<file path="src/rtl/regfile_pkg.sv">
`default_nettype none
// ============================================================================
// Module      : regfile_pkg
// Description : Shared types and constants for the register-file write
//               arbiter slice (address/data widths, writeback request
//               bundle, round-robin priority encoding).
// Revision    : 1.0 - initial release
// ============================================================================
package regfile_pkg;

  localparam int NUM_REGS   = 16;
  localparam int REG_ADDR_W = 4;
  localparam int DATA_W     = 32;

  typedef logic [REG_ADDR_W-1:0] reg_addr_t;

  typedef struct packed {
    logic              valid;
    reg_addr_t         addr;
    logic [DATA_W-1:0] data;
  } wb_req_t;

  // Which requester currently holds priority when both are valid
  typedef enum logic [0:0] {
    PRI_REQ0 = 1'b0,
    PRI_REQ1 = 1'b1
  } rr_pri_e;

endpackage
`default_nettype wire

</file>
<file path="src/rtl/regfile_write_arbiter_rr_arbiter2.sv">
`default_nettype none
// ============================================================================
// Module      : rr_arbiter2
// Description : Two-input round-robin arbiter. Priority passes to the other
//               requester only when the current priority holder is granted.
// Revision    : 1.0 - initial release
// ============================================================================
module rr_arbiter2
  import regfile_pkg::*;
(
  input  logic       clk,
  input  logic       rst,
  input  logic [1:0] req,
  output logic [1:0] gnt
);

  rr_pri_e r_pri;
  rr_pri_e w_pri_next;

  // Priority pointer register; reset hands priority to requester 0
  always_ff @(posedge clk or negedge rst) begin
    if (!rst) r_pri <= PRI_REQ0;
    else      r_pri <= w_pri_next;
  end

  // Grant selection and pointer advance
  always_comb begin
    gnt        = 2'b00;
    w_pri_next = r_pri;
    if (req == 2'b11) gnt = (r_pri == PRI_REQ0) ? 2'b01 : 2'b10;
    else              gnt = req;
    if ((r_pri == PRI_REQ0 && gnt[0]) || (r_pri == PRI_REQ1 && gnt[1]))
      w_pri_next = (r_pri == PRI_REQ0) ? PRI_REQ1 : PRI_REQ0;
  end

endmodule
`default_nettype wire

</file>
<file path="src/rtl/regfile_write_arbiter.sv">
`default_nettype none
// ============================================================================
// Module      : regfile_write_arbiter
// Description : Shares the register-file write port between the ALU and LSU
//               writeback paths (round-robin, one registered write stage) and
//               keeps a per-register busy scoreboard for RAW hazard flags.
// Revision    : 1.0 - initial release
// ============================================================================
module regfile_write_arbiter #(
  parameter int NUM_REGS    = 16,
  parameter int DATA_W      = 32,
  parameter bit HARDWIRE_R0 = 1'b0
) (
  input  logic                  clk,
  input  logic                  rst,
  input  logic                  req0_valid,
  output logic                  req0_ready,
  input  regfile_pkg::reg_addr_t req0_addr,
  input  logic [DATA_W-1:0]     req0_data,
  input  logic                  req1_valid,
  output logic                  req1_ready,
  input  regfile_pkg::reg_addr_t req1_addr,
  input  logic [DATA_W-1:0]     req1_data,
  input  logic                  reserve_valid,
  input  regfile_pkg::reg_addr_t reserve_addr,
  input  regfile_pkg::reg_addr_t rd_reg1,
  input  regfile_pkg::reg_addr_t rd_reg2,
  output logic                  hazard1,
  output logic                  hazard2,
  output logic [NUM_REGS-1:0]   busy,
  output logic                  reg_write,
  output regfile_pkg::reg_addr_t wr_reg,
  output logic [DATA_W-1:0]     wr_data,
  output logic                  err_double_reserve
);

  import regfile_pkg::reg_addr_t;

  logic [1:0]          w_req;
  logic [1:0]          w_gnt;
  reg_addr_t           w_sel_addr;
  logic [DATA_W-1:0]   w_sel_data;
  logic                w_commit;
  logic [NUM_REGS-1:0] w_clr;
  logic [NUM_REGS-1:0] w_set;
  logic                w_double;

  assign w_req = {req1_valid, req0_valid};

  rr_arbiter2 u_arb (
    .clk (clk),
    .rst (rst),
    .req (w_req),
    .gnt (w_gnt)
  );

  // A grant is the handshake; the register file never stalls
  assign req0_ready = w_gnt[0];
  assign req1_ready = w_gnt[1];

  // Winner's payload; a grant to address 0 is swallowed when r0 is hardwired
  always_comb begin
    w_sel_addr = w_gnt[1] ? req1_addr : req0_addr;
    w_sel_data = w_gnt[1] ? req1_data : req0_data;
    w_commit   = (|w_gnt) && !(HARDWIRE_R0 && (w_sel_addr == '0));
  end

  // Write stage: one-cycle pulse per grant, address/data hold when idle
  always_ff @(posedge clk or negedge rst) begin
    if (!rst) begin
      reg_write <= 1'b0;
      wr_reg    <= '0;
      wr_data   <= '0;
    end else begin
      reg_write <= w_commit;
      if (w_commit) begin
        wr_reg  <= w_sel_addr;
        wr_data <= w_sel_data;
      end
    end
  end

  // Scoreboard masks: commit clears, reservation sets and wins a tie
  always_comb begin
    w_clr    = reg_write ? (NUM_REGS'(1) << wr_reg) : '0;
    w_set    = reserve_valid ? (NUM_REGS'(1) << reserve_addr) : '0;
    w_double = reserve_valid && busy[reserve_addr] && !w_clr[reserve_addr];
  end

  // Busy vector and sticky double-reservation flag
  always_ff @(posedge clk or negedge rst) begin
    if (!rst) begin
      busy               <= '0;
      err_double_reserve <= 1'b0;
    end else begin
      busy <= (busy & ~w_clr) | w_set;
      if (w_double) err_double_reserve <= 1'b1;
    end
  end

  // Hazards read the scoreboard directly; no bypass from the write stage
  assign hazard1 = busy[rd_reg1];
  assign hazard2 = busy[rd_reg2];

endmodule
`default_nettype wire

</file>
<file path="config.mk">
export PLATFORM = sky130hd
export DESIGN_NAME = regfile_write_arbiter
export DESIGN_NICKNAME = d
export VERILOG_FILES = /design/src/rtl/regfile_pkg.sv /design/src/rtl/regfile_write_arbiter_rr_arbiter2.sv /design/src/rtl/regfile_write_arbiter.sv
export SDC_FILE = /design/constraint.sdc
export NUM_CORES = 1
export LEC_CHECK = 0
export ABC_AREA = 1
export CAP_MARGIN = 20
export CORE_MARGIN = 2
export CORE_UTILIZATION = 42
export DETAILED_ROUTE_END_ITERATION = 8
export PLACE_DENSITY = 0.81
export SYNTH_ARGS = -nofsm -noshare
export SYNTH_HDL_FRONTEND = slang
export SYNTH_SLANG_ARGS = --single-unit
</file>
<file path="constraint.sdc">
create_clock -name clk -period 1.7 [get_ports clk]
set_input_delay 0.51 -clock clk [delete_from_list [all_inputs] [get_ports clk]]
set_output_delay 0.51 -clock clk [all_outputs]
set_load 0.005 [all_outputs]
</file>
; ---- Yosys cells after proc, flatten, opt, wreduce, memory -nomap -nowiden
; Index checks and enable logic that the tools add are counted.
[totals]
out_inout_bits = 58
regBits = 55
elab_cells = 38
input_bits = 89
[classes]
n_bitwise = 4
mux = 15
eq_ne = 1
n_shift = 2
n_reduce_logical = 7
magnitude_cmp = 3
[ops]
columns = operator, count
row1 = 16-bit 2-to-1 mux, 2
row2 = 32-bit 2-to-1 mux, 1
row3 = 1-bit by 4-bit << shifter with 16-bit output (first input constant), 2
row4 = 16-bit bitwise AND, 1
row5 = 1-bit binary-select mux with 4-bit select, 4
row6 = 16-bit NOT, 1
row7 = 16-bit OR, 1
row8 = 4-bit by 5-bit < comparator with 1-bit output (second input constant), 3
row9 = 1-bit 2-to-1 mux, 5
row10 = 1-bit logical AND, 4
row11 = 2-bit 2-to-1 mux, 2
row12 = 4-bit 2-to-1 mux, 1
row13 = 2-bit == test (second input constant), 1
row14 = 2-bit OR reduction, 1
row15 = 1-bit zero test, 1
row16 = 1-bit logical OR, 1
row17 = 1-bit NOT, 1

; ---- Logic depth before layout (Yosys ltp)
[depth]
word_depth = 6
depth_mapped = 12
ltp_nobuf = 11

; ---- By module
; Synthesis repeated with hierarchy kept, for this count alone.
[hier_totals]
hier_cells = 442
hier_area_um2 = 3198.1
[by_module_without_submodules]
columns = module, cells_each, n_inst, area_each_um2
row1 = regfile_write_arbiter, 431, 1, 3134.3
row2 = rr_arbiter2, 11, 1, 63.8

; ---- Least setup slack after synthesis
; No wires, ideal clock.
[synth_path]
path_type = input port to output port
from = in rd_reg2[1]
to = out hazard2
required_ns = 1.190
setup_slack_ns = 0.046
arrival_ns = 1.144
path_stages = 5
n_path_buf = 1
cell_sequence = clkbuf_1 -> o21ai_0 -> a21oi_1 -> o221ai_1 -> nand2_1
[synth_between]
elab_chain_len = 2
[synth_rtl]
columns = element, line
row1 = start: declaration, regfile_write_arbiter.sv:27  ; input regfile_pkg::reg_addr_t rd_reg2,
row2 = 1-bit binary-select mux with 4-bit select, regfile_write_arbiter.sv:103  ; assign hazard2 = busy[rd_reg2];
row3 = 1-bit 2-to-1 mux (implied by the code), regfile_write_arbiter.sv:103
row4 = end: declaration, regfile_write_arbiter.sv:29  ; output logic hazard2,
; No other way between the ends. The select of a mux whose other input is x is not followed.

; ---- Worst setup path in the final report
[layout_path]
from = reg busy[9]
to = out hazard2
[layout_between]
elab_chain_len = 2
[layout_rtl]
columns = element, line
row1 = start: declaration, regfile_write_arbiter.sv:30  ; output logic [NUM_REGS-1:0] busy,
row2 = start signal: assignment, regfile_write_arbiter.sv:96  ; busy <= (busy & ~w_clr) | w_set;
row3 = 1-bit binary-select mux with 4-bit select, regfile_write_arbiter.sv:103
row4 = 1-bit 2-to-1 mux (implied by the code), regfile_write_arbiter.sv:103
; No other way between the ends. The select of a mux whose other input is x is not followed.

==> impl_results.md <==
- Unrepaired setup endpoints after global routing: true
- Violations in the final reports: negative setup slack
- Cell count after synthesis: 415
- Avg WL per Cell: roughly 16 um
- Final worst setup slack: -0.2409 ns
- R2R setup slack: 0.08 ns
- Syn. warnings: 0
- HPWL Detailed: ~8500 um
- Clk sinks: 55
- Maxcap violations: 0
- Total Wirelength: 11,400 um
- Element type at the critical path end: primary output
- Reg power frac: 0.355
- Routability Congestion: 0.8596
- Worst slew margin: 0.7193
- Worst Path Max Fanout: 3
- Synth top area cells: dfrtp_1, nand2_1, mux2i_1, o21ai_0, inv_1
- R2R cell count: 11
- Die Wd: about 90 um
- First-pass GRT wire length: 18,640 um
- CTS clk-pin slew, worst paths: 0.10 ns
- Finish-stage setup viols: 2
- Total internal power: 3.418 mW
- Worst-Margin Slew: 0.4210 ns
- #FFs+latches synth: 55
- Routed Antenna Nets: 0
- Setup crit start kind: flop
- DR pass1 iterations: 6
- CORE AREA: around 7300 sq um
- Iteration-0 DRC Markers: about 180
- Hold Fails Final Rpt: 0
- Maximum VDD drop: about 430 uV
- Max Root-Sink Buffers: 2
- Post-place setup slack: -0.9366 ns
- Vias in the first global route: 3,854
- Port Buffers: 146
- Initial core utilization: 0.4346
- Cell taking the most area after synthesis: dfrtp_1
- Area Overhead vs Synth: 70.43%
- Via count: 3,756
- Final Cycle Share: 1.142
- CP Class: reg -> out
- Mapped cell area: 3169 sq um
- DRC: 0
- Design Power: 5.069 mW
- CTS tree: yes
- Total die area: 8256 sq um
- Clock Root Buffer: clkbuf_8
- Run status: complete, but fails checks
- Worst min-delay path category: in -> async
- Power Dens Cells: 938.4 nW/um^2
- Switching share of power: 0.3256
- Syn Area/Cell: between 7 and 8 sq um
- Largest net degree at the start of global routing: 56
- Sequential element share of the synthesized area: 0.4343
- Fraction of layout cells with a size suffix above 1: 0.1955
- Nets: 712
- Row count: 31
- Overall global routing resource usage: 0.2805
- Pins Over Slew Limit: 0
- Crit path time final: 1.941 ns
- Crit path DAT: between 1 and 1.5 ns
- Overflow after GRT: 0
- Max H-tree Level: 2
- Antenna violations before repair: 0
- Ant. Diodes: 0
- Ports: 147
- Clk network pwr share: 0.200
- Fmax: 515.2 MHz
- Share of the synthesized area in the top cell type: 0.4343
- Worst Skew: 0.003465 ns
- Cts bufs inserted: 5
- Vias per Instance: 5.195
- Skew-Pair Late Insertion Delay: 0.31 ns
- Distinct cells, synth: 24
- Comb power frac: 0.444
- Die Ht: 90.87 um
- Worst endpoint required time: 1.19 ns
- Filler Cell Count: 574
- Post-Synthesis Net Count: approximately 500
- Leakage power total: 2.673 nW
- Max FFs per register: 32
- NetSw: about 1.7 mW
[worst max-delay path, cell delays in order, from the launching register on]
cell	delay, ns
dfrtp_1	0.42
inv_2	0.09
buf_6	0.09
a21oi_2	0.04
o21ai_1	0.08
nand2_1	0.06
o221ai_1	0.14
nand2_1	0.07
buf_2	0.13
[what timing repair did]
item                                    in CTS  in global routing
hold buffers                                 0                  0
cloned                                       2                  0
gates resized for setup                    121                 18
endpoints found under the setup margin      88                 37
setup buffers                               18                  4
pin swaps                                    9                  5
[power by group through the flow]
stage                     Clock, mW  Sequential [mW]  Combinational (mW)
after global placement            0             1.80                2.06
final                          1.02             1.80                2.25
after global routing           1.08             1.82                2.45
after floorplan                   0             1.81               0.662
after CTS                      1.04             1.78                2.20
after detailed placement          0             1.80                2.12
[per-layer routing]
| metal | wire length [um] | up-vias | track usage |
|---|---|---|---|
| met5 | 0 | - | 0 |
| met3 | 871 | 30 | 0.06260 |
| met1 | 4272 | 1744 | 0.3200 |
| li1 | - | 1791 | - |
| met4 | 263 | 0 | 0.09722 |
| met2 | 5997 | 191 | 0.5143 |
[cells in the final DEF, fill, tap and decap left out, types with 2 or more instances in the layout]
cell,Yosys,final
a21oi_1,23,19
nand2_2,3,7
nor2_1,21,20
buf_2,3,6
inv_2,2,10
bufinv_16,0,2
clkdlybuf4s50_1,0,77
o221ai_1,3,2
dfrtp_1,55,52
o22ai_1,6,6
o21ai_1,20,27
mux2i_1,28,28
clkdlybuf4s15_2,0,4
o21ai_0,46,37
buf_6,1,11
o211ai_1,4,4
o21ai_2,1,2
nand2_1,118,114
clkbuf_8,0,5
buf_12,0,5
dlymetal6s2s_1,0,9
dlygate4sd2_1,0,48
nand3_1,22,22
inv_1,39,31
buf_4,3,56
dfrtp_2,0,3
a21oi_2,0,4
nor3_1,3,3
nor2_2,2,2
[logic make-up (layout without fill, tap and decap cells)]
family                 after synthesis  in the layout  share of synthesized area
buffers and inverters               59            268                    0.08843
multiplexers                        28             28                    0.08843
AO/OA/AOI/OAI                      104            104                     0.1749
AND/OR/NAND/NOR                    169            169                     0.2140
flip-flops                          55             55                     0.4343
[cell usage after synthesis]
cell,count
nand2_1,118
nor3_1,3
buf_6,1
buf_2,3
nor2_1,21
nand2_2,3
nor2_2,2
o21ai_0,46
inv_1,39
clkbuf_1,7
inv_4,1
o21ai_2,1
o211ai_1,4
nand3_1,22
o21ai_1,20
dfrtp_1,55
mux2i_1,28
a21oi_1,23
o22ai_1,6
a31oi_1,1
o221ai_1,3
inv_2,2
buf_4,3
buf_8,3
[layout make-up]
class                   instances  area (sq um)  share of cell area
multi-input cells             301          1567              0.2900
repair buffers                218          2038              0.3773
clock buffers                   6         72.57             0.01344
flip-flops and latches         55          1380              0.2555
well taps                      99         123.9             0.02293
inverters                      42         160.2             0.02965
clock inverters                 2         60.06             0.01112
[path summary, 6_finish.rpt]
kind | startpoint | end
max | busy[9] | hazard2
min | rst | wr_data[23]
max reg2reg | wr_reg[2] | err_double_reserve
min reg2reg | err_double_reserve | err_double_reserve
max in group asynchronous | rst | wr_reg[2]
min in group clk | err_double_reserve | err_double_reserve
[stage by stage]
stage	hold WS (ns)	util	instance area, sq um	TNS, ns	cells
floorplan	0.2144	-	3169	0	415
CTS	0.1944	0.7334	5348	-0.4403	719
global placement	0.4561	0.6946	5065	-21.35	691
finish	0.1957	0.7407	5401	-0.4454	723
global route	0.2013	0.7407	5401	-0.7152	723
detailed placement	0.4548	0.6946	5065	-24.84	691
Note: power is estimated with default switching activity, not from simulation.
